### src/rtl/slow_tick_bcd_counter_if.sv
// slow_tick_bcd_counter_if: control inputs and BCD display outputs of the slow-tick counter.
interface slow_tick_bcd_counter_if;
  logic       slow_in;
  logic       start;
  logic       stop;
  logic       clear;
  logic       dir;
  logic [3:0] tens;
  logic [3:0] ones;
  logic       running;
  logic       tick;
  logic       wrap;
  modport master (
    output slow_in, start, stop, clear, dir,
    input  tens, ones, running, tick, wrap
  );
  modport slave (
    input  slow_in, start, stop, clear, dir,
    output tens, ones, running, tick, wrap
  );
endinterface

### src/rtl/slow_tick_bcd_counter.sv
// slow_tick_bcd_counter: two-digit BCD up/down counter stepped by rising edges of a slowed clock.
module slow_tick_bcd_counter #(
  parameter logic [3:0] MAX_TENS = 4'd9,
  parameter logic [3:0] MAX_ONES = 4'd9
) (
  input logic              clk,
  input logic              rst,
  slow_tick_bcd_counter_if.slave bus
);
  localparam logic [1:0] IDLE = 2'b00, RUN = 2'b01, HOLD = 2'b10;
  logic [1:0] r_state, w_next;
  logic [3:0] r_tens, r_ones, w_tens, w_ones;
  logic       r_prev, r_tick, r_wrap, r_running;
  logic       w_rise, w_step, w_wrap, w_at_term, w_at_zero;
  assign w_rise = bus.slow_in & ~r_prev;
  always_ff @(posedge clk) begin
    if (rst) r_state <= IDLE;
    else     r_state <= w_next;
  end
  // In IDLE a stop outranks start, and stop alone does nothing there.
  always_comb begin
    w_next = (r_state == RUN)  ? (bus.clear ? IDLE : bus.stop ? HOLD : RUN) :
             (r_state == HOLD) ? (bus.clear ? IDLE : bus.start ? RUN : HOLD) :
             (r_state == IDLE) ? ((!bus.clear && !bus.stop && bus.start) ? RUN : IDLE) :
             IDLE;
  end
  // A step only happens when RUN persists, so clear/stop swallow a coincident rise.
  always_comb begin
    w_step    = (r_state == RUN) && (w_next == RUN) && w_rise;
    w_at_term = (r_tens == MAX_TENS) && (r_ones == MAX_ONES);
    w_at_zero = (r_tens == 4'd0) && (r_ones == 4'd0);
    w_wrap    = w_step && (bus.dir ? w_at_term : w_at_zero);
    w_tens    = (w_next == IDLE) ? 4'd0 :
                w_wrap ? (bus.dir ? 4'd0 : MAX_TENS) :
                !w_step ? r_tens :
                bus.dir ? ((r_ones == 4'd9) ? r_tens + 4'd1 : r_tens) :
                ((r_ones == 4'd0) ? r_tens - 4'd1 : r_tens);
    w_ones    = (w_next == IDLE) ? 4'd0 :
                w_wrap ? (bus.dir ? 4'd0 : MAX_ONES) :
                !w_step ? r_ones :
                bus.dir ? ((r_ones == 4'd9) ? 4'd0 : r_ones + 4'd1) :
                ((r_ones == 4'd0) ? 4'd9 : r_ones - 4'd1);
  end
  always_ff @(posedge clk) begin
    if (rst) begin
      r_prev    <= 1'b1;
      r_tens    <= 4'd0;
      r_ones    <= 4'd0;
      r_tick    <= 1'b0;
      r_wrap    <= 1'b0;
      r_running <= 1'b0;
    end else begin
      r_prev    <= bus.slow_in;
      r_tens    <= w_tens;
      r_ones    <= w_ones;
      r_tick    <= w_step;
      r_wrap    <= w_wrap;
      r_running <= (w_next == RUN);
    end
  end
  assign bus.tens    = r_tens;
  assign bus.ones    = r_ones;
  assign bus.running = r_running;
  assign bus.tick    = r_tick;
  assign bus.wrap    = r_wrap;
endmodule
### src/flat_wrapper.sv
// flat-port wrapper written by rule: the top's interface ports become plain ports
module slow_tick_bcd_counter_flat 
#(
  parameter logic [3:0] MAX_TENS = 4'd9,
  parameter logic [3:0] MAX_ONES = 4'd9
)
  (clk, rst, bus_slow_in, bus_start, bus_stop, bus_clear, bus_dir, bus_tens, bus_ones, bus_running, bus_tick, bus_wrap);
  slow_tick_bcd_counter_if bus_i ();
  input logic clk;
  input logic rst;
  input wire logic [$bits(bus_i.slow_in)-1:0] bus_slow_in;
  input wire logic [$bits(bus_i.start)-1:0] bus_start;
  input wire logic [$bits(bus_i.stop)-1:0] bus_stop;
  input wire logic [$bits(bus_i.clear)-1:0] bus_clear;
  input wire logic [$bits(bus_i.dir)-1:0] bus_dir;
  output wire logic [$bits(bus_i.tens)-1:0] bus_tens;
  output wire logic [$bits(bus_i.ones)-1:0] bus_ones;
  output wire logic [$bits(bus_i.running)-1:0] bus_running;
  output wire logic [$bits(bus_i.tick)-1:0] bus_tick;
  output wire logic [$bits(bus_i.wrap)-1:0] bus_wrap;
  assign bus_i.slow_in = bus_slow_in;
  assign bus_i.start = bus_start;
  assign bus_i.stop = bus_stop;
  assign bus_i.clear = bus_clear;
  assign bus_i.dir = bus_dir;
  assign bus_tens = bus_i.tens;
  assign bus_ones = bus_i.ones;
  assign bus_running = bus_i.running;
  assign bus_tick = bus_i.tick;
  assign bus_wrap = bus_i.wrap;
  slow_tick_bcd_counter #(.MAX_TENS(MAX_TENS), .MAX_ONES(MAX_ONES)) u_core (.clk(clk), .rst(rst), .bus(bus_i));
endmodule
### config.mk
export PLATFORM = sky130hd
export DESIGN_NAME = slow_tick_bcd_counter_flat
export DESIGN_NICKNAME = d
export VERILOG_FILES = /design/src/rtl/slow_tick_bcd_counter_if.sv /design/src/rtl/slow_tick_bcd_counter.sv /design/src/flat_wrapper.sv
export SDC_FILE = /design/constraint.sdc
export NUM_CORES = 1
export LEC_CHECK = 0
export ABC_AREA = 1
export CELL_PAD_IN_SITES_DETAIL_PLACEMENT = 1
export CELL_PAD_IN_SITES_GLOBAL_PLACEMENT = 1
export CORE_MARGIN = 4
export CORE_UTILIZATION = 37
export DETAILED_ROUTE_END_ITERATION = 7
export GPL_ROUTABILITY_DRIVEN = 0
export PLACE_DENSITY = 0.9
export REMOVE_ABC_BUFFERS = 1
export SKIP_CTS_REPAIR_TIMING = 1
export SLEW_MARGIN = 10
export SYNTH_ARGS = -nofsm -noshare
export SYNTH_HDL_FRONTEND = slang
export SYNTH_SLANG_ARGS = --single-unit
### constraint.sdc
create_clock -name clk -period 2.7 [get_ports clk]
set_input_delay 0.27 -clock clk [delete_from_list [all_inputs] [get_ports clk]]
set_output_delay 0.27 -clock clk [all_outputs]
set_load 0.05 [all_outputs]
Word-level counts from Yosys, hierarchy flattened
Cells that the tools add are included.

Bits in latches: 0. Input bits: 7. Register bits: 14. Bits in read-only memories: 0. Logic and storage cells: 56. RAM bits: 0. Memories kept: 0. Output and inout bits: 11.

Add/sub/neg operators: 4. Div/mod/pow operators: 0. Bitwise operators: 2. Equality and inequality tests: 6. Multiply operators: 0. Magnitude comparators: 0. Reduce and logical (&&, ||, !) cells: 17. Shift-type cells: 0. Muxes and demuxes: 20.

Operator list (number): 2-to-1 mux 4 bit (11); 2-to-1 mux 2 bit (7); adder 4 x 1 -> 4 bit, second input constant (2); == test 4 bit, second input constant (2); zero test 4 bit (2); subtractor 4 x 1 -> 4 bit, second input constant (2); logical AND 1 bit (7); == test 2 x 1 -> 1 bit, second input constant (2); zero test 2 bit (2); != test 3 x 1 -> 1 bit, second input constant (1); AND reduction 3 bit (1); nonzero test 3 bit (1); == test 2 bit, second input constant (1); zero test 1 bit (2); 2-to-1 mux 1 bit (2); nonzero test 2 bit (1); OR reduction 2 bit (1); AND 1 bit (1); NOT 1 bit (1).

Depth between registers and ports, before layout
Gate-level depths: netlist of run 1.

Depth in word-level cells: 13. Mapped depth: 10. Gate-level depth less buffers: 10.

Worst setup path before layout of run 1
No wires, ideal clock.

Kind: register to register. Start: reg u_core.r_tens[2], in the netlist u_core.bus.tens[2]. End: reg u_core.r_tens[3], in the netlist u_core.bus.tens[3]. Path slack: 1.060 ns. Buffers on the path: 0. Cell stages (with the launch flop): 9. Data required time: 2.591 ns. Setup time: 0.109 ns. Clock period less this slack: 1.640 ns. Arrival time: 1.531 ns. Cells stage by stage: dfxtp_1 ha_1 a21oi_1 nand2_1 xor2_1 nand2_1 nand3_1 nand2_1 inv_1.

Word-level cells in the longest chain between the ends: 6. Elaborated cells between the ends (all ways): 17. Classes of those cells: add/sub: 2; eq/ne: 2; mux: 6; reduce/logical: 7.

RTL lines: from (decl) (RTL line slow_tick_bcd_counter.sv:12) `logic [3:0] r_tens, r_ones, w_tens, w_ones;`; from (signal assigned) (RTL line slow_tick_bcd_counter.sv:54) `r_tens <= w_tens;`; branches (longest 6 deep; another with subtractor 4 x 1 -> 4 bit).

Parallel ways; which one is timed is not known. The select of a mux whose other input is x is not followed. A chain may end at the register's enable or synchronous reset.

Final worst setup path of run 1
Start: reg u_core.r_tens[1], in the netlist u_core.bus.tens[1]. End: out bus_tens[1].

RTL lines: to (decl) (RTL line flat_wrapper.sv:16) `output wire logic [$bits(bus_i.tens)-1:0] bus_tens;`.

No word-level cell between the ends.

==> summary.txt, run 1 <==
Status - finished clean
Largest net degree at the start of global routing - 9
Avg Synthesized Cell Area - 6.84 sq um
Final WS setup - 0.818 ns
Synthesis-stage register bit count - 14
Cell chain of the critical path - clkdlybuf4s50_1
Clock root buffer master - clkbuf_4
Core area - 0.00225 sq mm
Synthesized netlist cell count - 130
Yosys cell types - 28
Crit path kind - flop to primary output
Crit share post-route - 69.7%
Top cells by area, synth - dfxtp_1 32%, nand2_1 14%, nand3_1 6.8%, nor2_1 6.3%, inv_1 5.5%
CTS tree - yes
Layout area overhead - 24.8%
Clock latency on the worst-skew pair - 0.27 ns
Max-slew violation count - 0
Final core occ - 49.2%
Vias per cell - 5.11
Leading area contributor after synthesis - dfxtp_1
FMAX - 0.531 GHz
Final non-filler cell total - 177
IO Count - 18
Proportion of layout cells with a drive suffix above 1 - 16.1%
Tmin final - 1.88 ns
Syn Std Cell Area - 890 sq um
Routed Antenna Nets - 0
# setup viols final - 0
Tightest Pin Transition - 0.504 ns
Leakage power - 0.000464 uW
Crit end category - primary output
P per Cell Area - 323 mW/mm^2
Die width - 57.0 um
DRC - 0
Crit-path max FO - 6
RSZ-0062 raised after global routing - no
Max IR drop VDD - 0.241 mV
CTS H-tree lvls - 1
Pre-CTS WS - 0.596 ns
Comb pwr share - 10.9%
Vias in the first global route - 908
Pre-antenna DRT Iters - 4
Setup_tns - 0 ns
Worst EP required - 2.43 ns
Clock tree buffer depth - 2
FP Rows - 17
GR Overflow Total - 0
Synth warnings - 0
IO buf count - 17
Max_slew headroom - 66.3%
N_diodes - 0
CP startpoint kind - flop
DR vias - 905
Worst Hold Class - flop to flop
GRT Total Usage - 15.1%
Worst path slowest cell - clkdlybuf4s50_1
First-pass GRT wire length - 3.96 mm
Post-DP HPWL - 1.90 mm
Area of the die - 0.00325 sq mm
CP bufs+invs - 1
Yosys top cell area share - 31.5%
Initial DRC count - 14
Sink Count - 14
GR Util met2 - 26.4%
Clk pwr share - 30.8%
Post-Place Cells - 174
Max cap viols - 0
Switching Share - 23.0%
Routed wire per std cell - 13.0 um
CP top delay family - buffers and inverters
Initial antenna violation count - 0
Critical Path Max Stage Delay - 0.86 ns
Worst Skew - 0.00296 ns
Cell internal pwr - 277 uW
Psw - 82.4 uW
Nets@finish - 161
Grt met3 use - 4.07%
Met1 layer usage reported by global route - 17.9%
Sequential share of the synthesized area - 31.5%
Most Used Layer, Global Route - met2
Post-Route WL - 2.30 mm
Num CTS Buffers - 3
Critical path data arrival time - 1.61 ns
DIE HEIGHT - 57.0 um
Hold Fails Final Rpt - 0
Seq pwr share - 58.3%
Initial core utilization - 39.5%
Clock slew at reported path FFs - 0.08 ns
==> Yosys cell counts <==
library cell and number:
nand2_1 32, nor2_1 15, dfxtp_1 14, inv_1 13, nand3_1 12, inv_2 6
o21ai_1 5, a21oi_2 4, a21oi_1 3, ha_1 2, nand2_2 2, nand3_2 2
nand4_1 2, nor2_2 2, o21ai_0 2, xnor2_1 2, a21oi_4 1, buf_4 1
clkinv_1 1, clkinv_2 1, fa_1 1, nand3_4 1, nor2_4 1, nor3_1 1
o211ai_1 1, o21bai_1 1, or2_2 1, xor2_1 1
==> per-layer routing <==
| layer | part of all wire (%) | wire (um) |
|---|---|---|
| met3 | 4.2 | 97 |
| met2 | 48 | 1110 |
| met5 | 0 | 0 |
| met1 | 46 | 1050 |
| met4 | 1.8 | 41 |
==> layout make-up <==
cell class / instances / area [sq um]
timing repair buffer: 17 / 170
tap: 28 / 35.0
fill: 297 / 1140
sequential: 14 / 280
clock buffer: 3 / 22.5
inverter: 21 / 80.1
multi-input combinational: 94 / 522
==> worst paths after layout <==
check,from,endpoint,slack [ns],depth (start not counted)
worst max-delay path,u_core.bus.tens[1]$_SDFFE_PP0P_,bus_tens[1],0.82,1
worst max register to register,u_core.bus.tens[2]$_SDFFE_PP0P_,u_core.bus.tens[3]$_SDFFE_PP0P_,1.34,8
worst min-delay path,u_core.bus.ones[3]$_SDFFE_PP0P_,u_core.bus.ones[3]$_SDFFE_PP0P_,0.53,2
worst min register to register,u_core.bus.ones[3]$_SDFFE_PP0P_,u_core.bus.ones[3]$_SDFFE_PP0P_,0.53,2
==> power by group through the flow <==
| stage | combinational, uW | sequential, uW | clock (uW) |
|---|---|---|---|
| 2_1_floorplan | 19.4 | 216 | 0 |
| 3_3_place_gp | 37.3 | 214 | 0 |
| 3_5_place_dp | 39.2 | 214 | 0 |
| 4_1_cts | 39.6 | 209 | 117 |
| 5_1_grt | 43.8 | 210 | 127 |
| 6_report | 39.2 | 209 | 110 |
==> logic make-up after synthesis <==
| group | after synthesis | share of synthesized area [%] |
|---|---|---|
| AOI/OAI and AO/OA | 17 | 13.1 |
| xor gates and xnor gates | 3 | 2.95 |
| adders and majority gates | 3 | 5.06 |
| buffers and inverters | 22 | 9.84 |
| DFF | 14 | 31.5 |
| and+or+nand+nor | 71 | 37.6 |
==> state kept, by name (all words and copies together) (netlist names) <==
signal,cells
u_core.bus.ones,4
u_core.bus.tens,4
u_core.r_state,2
u_core.bus.running,1
u_core.bus.tick,1
u_core.bus.wrap,1
u_core.r_prev,1
==> through the flow <==
step                power, uW  hold WS (ns)  instance area, sq um
CTS                       366         0.539                  1110
finish                    359         0.533                  1110
detailed placement        253         0.524                  1090
floorplan                 235         0.342                   882
global route              380         0.571                  1110
global placement          251         0.509                  1090
==> cell usage in the layout, fill, tap and decap left out, types with 2 or more instances in the layout <==
cell,Yosys,routed
clkdlybuf4s50_1,0,17
nand2_2,2,2
inv_1,13,13
dfxtp_1,14,14
clkbuf_4,0,3
nor2_1,15,15
nand4_1,2,2
o21ai_0,2,2
inv_2,6,6
nand2_1,32,32
o21ai_1,5,5
a21oi_1,3,3
nand3_1,12,12
xnor2_1,2,2
ha_1,2,2
nor2_2,2,2
nand3_2,2,2
a21oi_2,4,4
No activity file was read; power rests on OpenSTA's default activity.
==> run 2: changes to the inputs <==
Settings changed: CORE_UTILIZATION 37 to 31, PLACE_DENSITY 0.9 to 0.82.
Clock period 2.7 ns to 1.5 ns, I/O delays scaled along.
==> run 2 against run 1 <==
Register-to-register slack worse by 1.2 ns. Global-route usage up 0.41 points. Non-clock buffer count up 8. Via count up 3.8%. Critical path type is now input port to flop.
==> summary.txt, run 2 (same netlist as run 1, synthesis figures left out) <==
DIE HEIGHT - 61.6 um (+8.0%)
IO Count - 18 (unchanged)
GR Overflow Total - 0 (unchanged)
CTS tree - yes
CP top delay family - buffers and inverters
Worst Hold Class - input port to flop
Worst path slowest cell - clkdlybuf4s50_1
Post-Route WL - 2.46 mm (+7.1%)
Status - finished clean
Die width - 61.6 um (+8.0%)
Clk pwr share - 37.5% (+6.7 points)
Post-Place Cells - 185 (+6.3%)
Sink Count - 14 (unchanged)
Max-slew violation count - 0 (unchanged)
Pre-antenna DRT Iters - 4 (unchanged)
Num CTS Buffers - 3 (unchanged)
Nets@finish - 169 (+5.0%)
Tightest Pin Transition - 0.333 ns (-0.172 ns)
N_diodes - 0 (unchanged)
Leakage power - 0.000548 uW (+18%)
Cell internal pwr - 564 uW (+100%)
Seq pwr share - 51.1% (-7.2 points)
Max_slew headroom - 77.8% (+12 points)
Routed wire per std cell - 13.0 um (+0.33%)
Critical path data arrival time - 1.56 ns (-0.05 ns)
Setup_tns - 0 ns (unchanged)
Crit end category - flop
Cell chain of the critical path - clkdlybuf4s50_1, inv_2, buf_4, fa_1, xnor2_1, nand2_1, nand3_1, nor2_1
Worst Hold End - u_core.r_prev$_SDFF_PP1_
FP Rows - 19 (+2)
CP startpoint kind - input port
Layout area overhead - 39.7%
First-pass GRT wire length - 4.38 mm (+11%)
DRC - 0 (unchanged)
Crit path kind - input port to flop
Vias per cell - 4.97 (-2.8%)
Area of the die - 0.00379 sq mm (+17%)
WP depth - 8 (+7)
Hold Path Origin - bus_slow_in
Worst Skew - 0.00133 ns (-0.00163 ns)
R2R depth - 8 (unchanged)
Crit-path max FO - 4 (-2)
CP bufs+invs - 3 (+2)
Worst EP required - 1.69 ns (-0.74 ns)
FMAX - 0.733 GHz
Worst r2r src - u_core.bus.tens[2]$_SDFFE_PP0P_
Filler cells - 360 (+21%)
Initial antenna violation count - 0 (unchanged)
FF-to-FF setup slack - 0.15 ns (-1.19 ns)
Clock root buffer master - clkbuf_4
Reg-to-reg endpoint - u_core.bus.tens[3]$_SDFFE_PP0P_
Largest net degree at the start of global routing - 9 (unchanged)
# setup viols final - 0 (unchanged)
CTS H-tree lvls - 1 (unchanged)
P per Cell Area - 593 mW/mm^2 (+83%)
Clock latency on the worst-skew pair - 0.28 ns (about the same)
Routed Antenna Nets - 0 (unchanged)
RSZ-0062 raised after global routing - no
Initial DRC count - 13 (-1)
Max IR drop VDD - 0.378 mV (+57%)
Hold Fails Final Rpt - 0 (unchanged)
Core area - 0.00276 sq mm (+22%)
Proportion of layout cells with a drive suffix above 1 - 31.0% (+15 points)
Most common cell after layout, fill and taps aside - nand2_1
Setup crit start - bus_dir
Switching Share - 23.5% (+0.57 points)
Critical Path Max Stage Delay - 0.50 ns (-0.36 ns)
IO buf count - 17 (unchanged)
Final non-filler cell total - 189 (+6.8%)
Comb pwr share - 11.4% (+0.5 points)
Post-DP HPWL - 2.09 mm (+9.9%)
Vias in the first global route - 1,047 (+15%)
Initial core utilization - 32.3% (-7.2 points)
WHS Path Cells - 2 (unchanged)
Clock slew at reported path FFs - 0.09 ns (about the same)
Tmin final - 1.36 ns
Commonest cells after routing, fill and taps aside - 32 x nand2_1, 15 x nor2_1, 14 x buf_4
Final Power - 737 uW (+110%)
Max cap viols - 0 (unchanged)
Clock tree buffer depth - 2 (unchanged)
DR vias - 939 (+3.8%)
GRT Total Usage - 15.6% (+0.41 points)
Psw - 173 uW (+110%)
Crit share post-route - 90.9%
==> run 2: cell count changes in the layout (fill, tap and decap cells not counted) <==
cell	change
dfxtp_2	+3
buf_4	+14
ha_1	-1
ha_4	+1
clkbuf_8	+1
clkdlybuf4s50_1	-11
dfxtp_1	-3
a21oi_2	+1
buf_12	+5
a21oi_1	-1
==> run 2: power groups by stage <==
| stage | Clock [uW] | Combinational, uW | Sequential [uW] |
|---|---|---|---|
| 3_3_place_gp | 0 | 79.4 | 385 |
| 4_1_cts | 294 | 83.7 | 377 |
| 3_5_place_dp | 0 | 83.2 | 385 |
| 2_1_floorplan | 0 | 34.9 | 388 |
| 5_1_grt | 311 | 93.9 | 377 |
| 6_report | 276 | 84.3 | 377 |
==> run 2: layout make-up <==
| class | instances | area, sq um | area share (%) |
|---|---|---|---|
| Clock buffer | 4 | 36.3 | 2.92 |
| Inverter | 21 | 80.1 | 6.45 |
| Multi-Input combinational cell | 94 | 538 | 43.3 |
| Sequential cell | 14 | 284 | 22.9 |
| Tap cell | 31 | 38.8 | 3.12 |
| Timing Repair Buffer | 25 | 265 | 21.3 |
==> run 2: how the worst max path moves through the flow <==
stage | end | slack, ns
floorplan | u_core.bus.tens[3]$_SDFFE_PP0P_ | -0.14
global placement | u_core.bus.tens[3]$_SDFFE_PP0P_ | -0.16
detailed placement | u_core.bus.tens[3]$_SDFFE_PP0P_ | -0.24
CTS | u_core.bus.tens[3]$_SDFFE_PP0P_ | 0.08
global route | u_core.bus.tens[3]$_SDFFE_PP0P_ | 0.001
finish | u_core.bus.tens[2]$_SDFFE_PP0P_ | 0.14
==> run 2: through the flow <==
step | instance area, sq um | worst slack [ns] | hold slack, ns | utilization [%]
after floorplan | 882 | -0.140 | 0.222 | -
after global placement | 1190 | -0.158 | 0.523 | 43.0
after detailed placement | 1190 | -0.237 | 0.557 | 43.0
after CTS | 1220 | 0.0770 | 0.464 | 44.3
after global routing | 1240 | 0.00125 | 0.480 | 45.1
final | 1240 | 0.136 | 0.475 | 45.1
==> run 2: per-layer routing <==
layer	vias up	track usage, %	wire, um
met5	-	0	0
met4	0	5.45	27
met3	4	4.61	154
met2	21	28.8	1310
met1	446	16.5	974
li1	468	-	-
